## src/rtl/ctrl_decode_queue.sv

```systemverilog
// Decodes RV32I/RV32M instructions into control words and buffers them in a
// DEPTH-entry FIFO with valid/ready on both sides, flush and occupancy count.
// out_word layout (MSB..LSB): opcode[7] aluop[3] load_regfile regfilemux_sel[4]
// pcmux_sel[2] alumux1_sel alumux2_sel[3] cmpmux_sel mem_read mem_write rd[5]
// funct3[3] funct7[7] pc[32]
module ctrl_decode_queue #(
  parameter int DEPTH   = 4,
  parameter bit EN_MEXT = 1'b1
) (
  input  logic                     clk,
  input  logic                     rst,
  input  logic                     flush,
  input  logic                     in_valid,
  output logic                     in_ready,
  input  logic [31:0]              in_instr,
  input  logic [31:0]              in_pc,
  output logic                     out_valid,
  input  logic                     out_ready,
  output logic [70:0]              out_word,
  output logic                     out_illegal,
  output logic                     out_mext,
  output logic [$clog2(DEPTH):0]   count
);

  localparam int PTR_W   = $clog2(DEPTH);
  localparam int CNT_W   = PTR_W + 1;
  localparam int ENTRY_W = 73;

  localparam logic [6:0] OP_LUI = 7'b0110111, OP_AUIPC = 7'b0010111, OP_JAL  = 7'b1101111,
                         OP_JALR = 7'b1100111, OP_BR = 7'b1100011, OP_LOAD = 7'b0000011,
                         OP_STORE = 7'b0100011, OP_IMM = 7'b0010011, OP_REG = 7'b0110011;
  localparam logic [2:0] ALU_ADD = 3'd0, ALU_SRA = 3'd2, ALU_SUB = 3'd3, ALU_SRL = 3'd5;
  localparam logic [2:0] F3_ADD = 3'd0, F3_SLL = 3'd1, F3_SLT = 3'd2, F3_SLTU = 3'd3, F3_SR = 3'd5;
  localparam logic [6:0] F7_BASE = 7'b0000000, F7_ALT = 7'b0100000, F7_MUL = 7'b0000001;
  localparam logic [3:0] RF_ALU = 4'd0, RF_BR = 4'd1, RF_U = 4'd2, RF_LW = 4'd3, RF_PC4 = 4'd4,
                         RF_LB = 4'd5, RF_LBU = 4'd6, RF_LH = 4'd7, RF_LHU = 4'd8;
  localparam logic [1:0] PC_PLUS4 = 2'd0, PC_ALU = 2'd1, PC_MOD2 = 2'd2;
  localparam logic       AM1_RS1 = 1'b0, AM1_PC = 1'b1;
  localparam logic [2:0] AM2_I = 3'd0, AM2_U = 3'd1, AM2_B = 3'd2, AM2_S = 3'd3, AM2_J = 3'd4,
                         AM2_RS2 = 3'd5;
  localparam logic       CMP_RS2 = 1'b0, CMP_I = 1'b1;

  logic [6:0] opcode, funct7;
  logic [2:0] funct3;
  logic [4:0] rd;
  logic       unused_fields;

  assign opcode        = in_instr[6:0];
  assign rd            = in_instr[11:7];
  assign funct3        = in_instr[14:12];
  assign funct7        = in_instr[31:25];
  assign unused_fields = ^in_instr[24:15];

  logic [2:0] d_aluop, d_am2;
  logic [3:0] d_rfm;
  logic [1:0] d_pcm;
  logic       d_lr, d_am1, d_cmp, d_mr, d_mw, d_ill, d_mext;

  always_comb begin
    d_aluop = funct3;
    d_lr    = 1'b0;
    d_rfm   = RF_ALU;
    d_pcm   = PC_PLUS4;
    d_am1   = AM1_RS1;
    d_am2   = AM2_I;
    d_cmp   = CMP_RS2;
    d_mr    = 1'b0;
    d_mw    = 1'b0;
    d_ill   = 1'b0;
    d_mext  = 1'b0;
    case (opcode)
      OP_LUI: begin d_lr = 1'b1; d_rfm = RF_U; end
      OP_AUIPC: begin d_am1 = AM1_PC; d_am2 = AM2_U; d_aluop = ALU_ADD; d_lr = 1'b1; end
      OP_JAL: begin
        d_am1 = AM1_PC; d_am2 = AM2_J; d_aluop = ALU_ADD;
        d_pcm = PC_ALU; d_lr = 1'b1; d_rfm = RF_PC4;
      end
      OP_JALR: begin
        d_aluop = ALU_ADD; d_pcm = PC_MOD2; d_lr = 1'b1; d_rfm = RF_PC4;
        d_ill = (funct3 != 3'd0);
      end
      OP_BR: begin
        d_am1 = AM1_PC; d_am2 = AM2_B; d_aluop = ALU_ADD;
        d_ill = (funct3 == 3'd2) || (funct3 == 3'd3);
      end
      OP_LOAD: begin
        d_aluop = ALU_ADD; d_mr = 1'b1; d_lr = 1'b1;
        case (funct3)
          3'd0: d_rfm = RF_LB;
          3'd1: d_rfm = RF_LH;
          3'd4: d_rfm = RF_LBU;
          3'd5: d_rfm = RF_LHU;
          default: d_rfm = RF_LW;
        endcase
        d_ill = (funct3 == 3'd3) || (funct3 == 3'd6) || (funct3 == 3'd7);
      end
      OP_STORE: begin
        d_am2 = AM2_S; d_aluop = ALU_ADD; d_mw = 1'b1;
        d_ill = (funct3 > 3'd2);
      end
      OP_IMM: begin
        d_lr = 1'b1;
        case (funct3)
          F3_SLT, F3_SLTU: begin d_cmp = CMP_I; d_rfm = RF_BR; end
          F3_SLL: d_ill = (funct7 != F7_BASE);
          F3_SR: begin
            d_aluop = funct7[5] ? ALU_SRA : ALU_SRL;
            d_ill   = (funct7 != F7_BASE) && (funct7 != F7_ALT);
          end
          default: ;
        endcase
      end
      OP_REG: begin
        d_am2 = AM2_RS2; d_lr = 1'b1;
        case (funct3)
          F3_ADD: if (funct7[5]) d_aluop = ALU_SUB;
          F3_SR: d_aluop = funct7[5] ? ALU_SRA : ALU_SRL;
          F3_SLT, F3_SLTU: d_rfm = RF_BR;
          default: ;
        endcase
        // M ops carry their operation in funct3; the ALU ignores aluop for them
        if (funct7 == F7_MUL) begin
          if (EN_MEXT) begin
            d_mext = 1'b1; d_aluop = ALU_ADD; d_rfm = RF_ALU;
          end else begin
            d_ill = 1'b1;
          end
        end else if (funct7 == F7_ALT) begin
          d_ill = (funct3 != F3_ADD) && (funct3 != F3_SR);
        end else if (funct7 != F7_BASE) begin
          d_ill = 1'b1;
        end
      end
      default: d_ill = 1'b1;
    endcase
    if (d_ill) begin
      d_lr  = 1'b0;
      d_mr  = 1'b0;
      d_mw  = 1'b0;
      d_pcm = PC_PLUS4;
    end
    if (rd == 5'd0) d_lr = 1'b0;
  end

  logic [ENTRY_W-1:0] d_entry;
  assign d_entry = {opcode, d_aluop, d_lr, d_rfm, d_pcm, d_am1, d_am2, d_cmp, d_mr, d_mw,
                    rd, funct3, funct7, in_pc, d_ill, d_mext};

  logic [ENTRY_W-1:0] mem [DEPTH];
  logic [PTR_W-1:0]   wr_ptr, rd_ptr;
  logic               push, pop;

  assign in_ready  = (count != CNT_W'(DEPTH));
  assign out_valid = (count != '0);
  assign push      = in_valid && in_ready && !flush;
  assign pop       = out_valid && out_ready && !flush;

  always_ff @(posedge clk) begin
    if (push) mem[wr_ptr] <= d_entry;
  end

  always_ff @(posedge clk or negedge rst) begin
    if (!rst) begin
      wr_ptr <= '0;
      rd_ptr <= '0;
      count  <= '0;
    end else if (flush) begin
      wr_ptr <= '0;
      rd_ptr <= '0;
      count  <= '0;
    end else begin
      if (push) wr_ptr <= wr_ptr + PTR_W'(1);
      if (pop)  rd_ptr <= rd_ptr + PTR_W'(1);
      case ({push, pop})
        2'b10:   count <= count + CNT_W'(1);
        2'b01:   count <= count - CNT_W'(1);
        default: ;
      endcase
    end
  end

  // Empty queue shows zeros rather than whatever the head slot last held
  logic [ENTRY_W-1:0] head;
  assign head        = out_valid ? mem[rd_ptr] : '0;
  assign out_word    = head[ENTRY_W-1:2];
  assign out_illegal = head[1];
  assign out_mext    = head[0];

endmodule
```

## config.mk

```make
export PLATFORM = sky130hd
export DESIGN_NAME = ctrl_decode_queue
export DESIGN_NICKNAME = d
export VERILOG_FILES = /design/src/rtl/ctrl_decode_queue.sv
export SDC_FILE = /design/constraint.sdc
export NUM_CORES = 1
export LEC_CHECK = 0
export ABC_AREA = 1
export BUFFER_PORTS_ARGS = -buffer_cell sky130_fd_sc_hd__buf_2
export CAP_MARGIN = 10
export CORE_AREA = 2 2 161 163
export CTS_BUF_LIST = sky130_fd_sc_hd__clkbuf_16
export CTS_CLUSTER_DIAMETER = 40
export DETAILED_ROUTE_END_ITERATION = 6
export DIE_AREA = 0 0 163 165
export HOLD_SLACK_MARGIN = 0.05
export MAX_ROUTING_LAYER = met4
export PLACE_DENSITY = 0.69
export SLEW_MARGIN = 20
export SYNTH_ARGS = -nofsm -noshare
export SYNTH_HDL_FRONTEND = slang
export SYNTH_SLANG_ARGS = --single-unit
```

## constraint.sdc

```tcl
create_clock -name clk -period 4.45 [get_ports clk]
set_input_delay 0 -clock clk [delete_from_list [all_inputs] [get_ports clk]]
set_output_delay 0 -clock clk [all_outputs]
set_load 0.01 [all_outputs]
```

==> summary.txt, run 1 <==
Detailed routing
  – Routed vias/inst: 5.24
  – Residual DRC: 0
  – Routed wire length: ~27 mm
  – DR iter-0 viols: approximately 630
  – DR WL/cell: between 15 and 20 µm
  – Total number of vias: between 8k and 9k
  – Final antenna-violating net count: 0
  – Pre-Repair DR Iteration Count: 5

Synth
  – Mapped Cells: 1050
  – Post-Syn Nets: roughly 1.1k
  – Cell Area, Synth: between 10000 and 15000 µm²
  – Ranking of synthesized cells by area: edfxtp_1 (71%), nor2_1 (9.7%), o21ai_0 (6.1%)
  – Share of the synthesized area in the top cell type: a little under three quarters
  – Most area-hungry cell type in the Yosys netlist: edfxtp_1
  – Synth warn: 0
  – Seq/Total Area, Yosys: between 70% and 80%
  – Syn avg cell area: approximately 12 µm²
  – Synth unique cells: 30
  – Yosys reg bits: between 200 and 300

GRT
  – First-pass GRT wire length: between 40 and 50 mm
  – Gr usage total: about a fifth
  – Vias in the first global route: 8114
  – Remaining Overflow, GRT: 0
  – Initial antenna violation count: 0
  – Largest net degree at the start of global routing: ~130

Floorplanning
  – Io pins: between 100 and 150
  – DIE WIDTH: around 160 µm
  – Overall die height: around 170 µm
  – Die area: ~27000 µm²
  – Initial Util: 49.4%
  – Core Box Area: 25000 µm²
  – Row count: between 50 and 60

Clock tree
  – Root buf cell: clkbuf_16
  – Clock buffer depth: 3
  – Post-CTS setup buffers: 0
  – Depth of the CTS H-tree: 2
  – Latest clock arrival within the worst-skew pair: a little over 500 ps
  – CTS buffer count: 38
  – CTS tree: yes
  – CTS sink count: between 200 and 300
  – Worst-path clk slew: around 50 ps

Worst setup path
  – Critical path fanouts, max: 33
  – Critical path class: flop to output pin
  – Worst Path Required: 4450 ps
  – CP Cell Sequence: nor3_4, buf_4, a21oi_1, buf_2
  – Slowest stage delay, CP: 830 ps
  – CP delay by family, top: simple AND/OR/NAND/NOR gates
  – Critical Path AT: approximately 2700 ps
  – CP Launch Type: flop
  – Crit end category: output pin
  – Worst-case reg-to-reg path depth: 7
  – Critical path depth: 4
  – Worst path slowest cell: nor3_4
  – Bufs and invs on worst path: 2

Place
  – Detailed Place HPWL: 14.6 mm
  – Dpl cells: roughly 1.5k
  – GP Congestion: just under 0.9
  – PortBufs: between 100 and 150

Layout
  – FF/Latch Area: between 8000 and 9000 µm²
  – Share of layout cells above drive strength 1: 20.4%
  – # nets final: ~1.3k
  – Antenna Cells: 0
  – Finished Layout Cells: ~1.6k
  – Fillers: between 1.5k and 2k
  – Multi-input logic area: 3070 µm²
  – P&R area growth vs syn: 23.6%

STA
  – Final period utilization: around 60%
  – Rel. slew slack: between 30% and 40%
  – Fin. Hold Viols: 0
  – Unrepaired setup endpoints after global routing: false
  – Period minus WS final: 2650 ps
  – Final setup skew: 9.74 ps
  – Worst-Margin Slew: around 970 ps
  – Fmax: 378 MHz
  – Final setup viols: 0
  – Slew Viols, Final: 0

Power
  – Leakage: around 5.7 nW
  – Max IR drop VDD: about 0.36 mV
  – PD cells: between 500 and 600 nW/µm²
  – Pwr Total: approximately 8.4 mW

Min path
  – Hold Path Depth: 2
  – Worst min-delay path class: input pin to flop

Outcome
  – Run status: completed

Run
  – Max_cap viols: 0
-- synthesized netlist by cell type (all sizes together) --
library cell,n
a21oi,79
a22oi,1
buf,38
clkbuf,18
dfrtp,7
edfxtp,292
fa,1
ha,4
inv,36
nand2,55
nand3,19
nand3b,1
nor2,334
nor3,4
o211ai,2
o21ai,154
o22ai,2
or2,1
xor2,2
-- stage by stage --
step           TNS, ps  setup WS (ps)  util, %  hold WS (ps)  cell area (µm²)
3_3_place_gp         0           1820     53.5          -158            13400
2_1_floorplan   -36910           -126        -          -296            12400
6_report             0           1800     61.0           241            15300
4_1_cts              0           1730     61.0           225            15300
3_5_place_dp         0           1790     53.5          -158            13400
5_1_grt              0           1620     61.0           240            15300
-- layout by cell type (no fill, tap or decap), drive strengths merged, types with 2 or more instances in the layout --
cell / instances
a21oi: 79
buf: 149
bufinv: 3
clkbuf: 41
clkinv: 14
clkinvlp: 4
dfrtp: 7
dlygate4sd3: 61
edfxtp: 292
ha: 4
inv: 42
nand2: 55
nand3: 19
nor2: 334
nor3: 4
o211ai: 2
o21ai: 154
o22ai: 2
xor2: 2
-- report_power, final --
group	internal, mW	total [mW]	switching, mW
combinational	0.708	2.15	1.44
sequential	3.25	3.30	0.0543
clock	1.85	2.98	1.13
-- flip-flops by register name, summed over array words and instances (netlist names) --
signal  flops
mem       292
wr_ptr      2
rd_ptr      2
count       3
-- logic make-up (layout without fill, tap and decap cells) --
family                     count (synthesis)  count (layout)  share of synthesized area (%)
AOI/OAI and AO/OA                        238             238                           9.78
xor gates and xnor gates                   2               2                          0.142
adders and majority gates                  5               5                          0.567
buffers and inverters                     92             314                           3.07
DFF                                      299             299                           72.4
and+or+nand+nor                          414             414                           14.1
-- worst paths after layout --
| path | start | to | slack [ps] |
|---|---|---|---|
| worst min-delay path | in_pc[29] | mem[0][31] | 240 |
| worst max-delay path | count[2] | out_word[32] | 1800 |
| min in group asynchronous | rst | rd_ptr[0] | 470 |
| max in group asynchronous | rst | rd_ptr[0] | 3700 |
| worst max register to register | count[1] | mem[0][10] | 1830 |
| worst min register to register | count[2] | count[2] | 660 |
-- worst reg2reg max path: cells and delay by family (launching register included) --
kind	cells	cell delay, ps
simple gates	4	1130
buf+inv	3	730
flops	1	460
-- routing by layer --
layer | wire length (µm) | global-route usage [%]
met5 | 0 | -
met1 | 11400 | 25.6
met3 | 1720 | 4.17
met2 | 13600 | 35.7
met4 | 489 | 6.19
-- area by class of cell --
cell class | count | area share, %
Clock buffer | 41 | 6.72
Clock inverter | 27 | 1.61
Inverter | 36 | 0.893
Tap cell | 330 | 2.70
Multi-Input combinational cell | 659 | 20.1
Timing Repair Buffer | 210 | 9.36
Sequential cell | 299 | 58.6
-- timing repair --
item                      in CTS  in global routing
resized for setup              0                  0
hold buffers                  61                  0
hold endpoints to repair     250                  0
Note: power is estimated with default switching activity, not from simulation.
==> inputs of run 2 (changes only) <==
Settings changed: PLACE_DENSITY 0.69 to 0.66.
Clock period 4.45 ns to 2.44 ns, I/O delays scaled along.
==> summary.txt, run 2 (synthesis results as in run 1) <==
Power
  – Gate power share: 25.7% (was 25.5%)
  – Max IR drop VDD: 0.667 mV (was 0.360 mV)
  – PD cells: 1010 nW/µm² (was 552 nW/µm²)
  – Sw frac: 31.4% (was 31.1%)
  – Clk network pwr share: 35.6% (was 35.4%)
  – Int Pwr: 10.8 mW (was 5.81 mW)
  – Leakage: 5.84 nW (was 5.71 nW)
  – P_sw: 4.93 mW (was 2.62 mW)
  – Sequential Power Share: 38.7% (was 39.2%)

Worst setup path
  – CP Launch Type: flop (unchanged)
  – Worst path slowest cell: dfrtp_4 (was nor3_4)
  – Crit end category: output pin (unchanged)
  – Slowest stage delay, CP: 640 ps (was 830 ps)
  – Critical path fanouts, max: 52 (was 33)
  – Critical path class: flop to output pin (unchanged)
  – Worst Path Required: 2440 ps (was 4450 ps)
  – CP Cell Sequence: inv_6, buf_12, o21ai_0, a21oi_1, buf_2 (was nor3_4, buf_4, a21oi_1, buf_2)
  – CP delay by family, top: buffers and inverters (was simple AND/OR/NAND/NOR gates)
  – Critical Path AT: 2290 ps (was 2650 ps)
  – Bufs and invs on worst path: 3 (was 2)

Clock tree
  – CTS tree: yes (unchanged)
  – CTS buffer count: 42 (was 38)
  – Worst-path clk slew: 60 ps (was 50 ps)
  – Depth of the CTS H-tree: 2 (unchanged)
  – CTS sink count: 299 (unchanged)
  – Latest clock arrival within the worst-skew pair: 520 ps (was 510 ps)
  – Clock buffer depth: 3 (unchanged)
  – Root buf cell: clkbuf_16 (unchanged)

GRT
  – Largest net degree at the start of global routing: 74 (was 134)
  – Remaining Overflow, GRT: 0 (unchanged)
  – Met2 GRT Util: 35.8% (was 35.7%)
  – Routing usage on met1: 27.6% (was 25.6%)
  – Gr usage total: 21.6% (was 21.0%)
  – Vias in the first global route: 8297 (was 8114)
  – Met3 Use GR: 3.92% (was 4.17%)
  – Initial antenna violation count: 0 (unchanged)
  – First-pass GRT wire length: 43.6 mm (was 42.2 mm)
  – Global route hottest layer: met2 (unchanged)

STA
  – Unrepaired setup endpoints after global routing: false (unchanged)
  – Hold_ws: 240 ps (was 241 ps)
  – Final setup skew: 11.9 ps (was 9.74 ps)
  – Slew Viols, Final: 0 (unchanged)
  – Setup TNS: 0 ps (unchanged)
  – Final setup viols: 0 (unchanged)
  – Worst-Margin Slew: 964 ps (was 970 ps)
  – Rel. slew slack: 35.8% (was 35.1%)
  – Fin. Hold Viols: 0 (unchanged)
  – Period minus WS final: 2290 ps
  – Final period utilization: 93.8%
  – Fmax: about 440 MHz
  – Worst Slack Setup Final: 150 ps (was 1800 ps)

Detailed routing
  – DR iter-0 viols: 663 (was 628)
  – Residual DRC: 0 (unchanged)
  – DR WL/cell: 17.2 µm (was 16.9 µm)
  – Final antenna-violating net count: 0 (unchanged)
  – Routed vias/inst: 5.18 (was 5.24)
  – Total number of vias: 8389 (was 8395)
  – Routed wire length: 27.9 mm (was 27.2 mm)
  – Pre-Repair DR Iteration Count: 5 (unchanged)

Layout
  – Max FFs per register: 292 (unchanged)
  – Fillers: 1985 (was 1969)
  – Most common cell after layout, fill and taps aside: nor2_1 (unchanged)
  – Antenna Cells: 0 (unchanged)
  – FF/Latch Area: 8950 µm² (about the same)
  – Multi-input logic area: 3080 µm² (was 3070 µm²)
  – # nets final: 1332 (was 1318)
  – Largest reg by FF count: mem (unchanged)
  – Most frequent cells in the layout: nor2_1 (314), edfxtp_1 (292), o21ai_0 (151), buf_2 (136), a21oi_1 (77) (was nor2_1 (315), edfxtp_1 (292), o21ai_0 (151), buf_2 (136), a21oi_1 (77))
  – P&R area growth vs syn: 25.4% (was 23.6%)
  – Share of layout cells above drive strength 1: 21.9% (was 20.4%)
  – Biggest regs: mem x292, count x3 (unchanged)

Min path
  – Worst min-delay path class: input pin to flop (unchanged)

Run
  – Max_cap viols: 0 (unchanged)

Place
  – Pre-CTS WS: 488 ps (was 1790 ps)
  – GP Congestion: 0.937 (was 0.883)
  – Detailed Place HPWL: 15.9 mm (was 14.6 mm)
  – PortBufs: 136 (unchanged)

Floorplanning
  – Io pins: 147 (unchanged)
  – Overall die height: 165 µm (unchanged)
  – Row count: 58 (unchanged)
  – Core Box Area: 25000 µm² (unchanged)
  – Initial Util: 49.4% (unchanged)
  – DIE WIDTH: 163 µm (unchanged)
  – Die area: 26900 µm² (unchanged)

Outcome
  – Run status: completed (unchanged)
-- run 2: area by class of cell --
| cell class | count | area share (%) |
|---|---|---|
| well taps | 330 | 2.66 |
| inverters | 36 | 0.904 |
| clock inverters | 32 | 1.51 |
| clock buffers | 43 | 6.94 |
| flip-flops and latches | 299 | 57.7 |
| repair buffers | 220 | 10.4 |
| multi-input cells | 659 | 19.9 |
-- run 2: timing repair --
action                     in CTS  in global routing
hold buffers                   61                  0
setup endpoints to repair       0                  8
hold endpoints to repair      246                  0
setup buffers                   0                  0
resized for setup               0                  2
-- run 2: final timing paths --
check | from | endpoint | slack [ps] | cells after the start
hold reg to reg | count[0] | count[0] | 610 | 2
min in group asynchronous | rst | count[2] | 500 | 3
hold / removal | in_pc[2] | mem[3][4] | 240 | 2
setup reg to reg | count[0] | count[1] | 230 | 9
max in group asynchronous | rst | rd_ptr[0] | 1660 | 3
setup / recovery | rd_ptr[0] | out_word[11] | 150 | 5
-- run 2: power groups by stage --
stage | clock (mW) | combinational, mW | sequential, mW
2_1_floorplan | 0 | 2.33 | 6.11
3_3_place_gp | 0 | 3.91 | 6.16
3_5_place_dp | 0 | 3.95 | 6.17
4_1_cts | 5.67 | 4.06 | 6.07
5_1_grt | 5.91 | 4.44 | 6.10
6_report | 5.58 | 4.03 | 6.07
-- run 2: stage by stage --
step,std cells,utilization [%],cell area (µm²),power (mW)
after floorplan,1050,-,12400,8.44
after global placement,1483,54.2,13600,10.1
after detailed placement,1483,54.2,13600,10.1
after CTS,1619,61.9,15500,15.8
after global routing,1619,61.9,15500,16.5
final,1619,61.9,15500,15.7
-- run 2: per-layer routing --
layer,vias to the layer above,part of all wire (%)
met5,-,0
met4,0,1.6
met3,39,6.0
met2,250,49
met1,4003,44
li1,4097,-
-- run 2: worst register-to-register path: cells and delay by family, from the launching register on --
family                   cells  cell delay (ps)
buffers and inverters        2              660
AND/OR/NAND/NOR              6              550
flip-flops                   1              460
adder cells (fa/ha/maj)      1              430
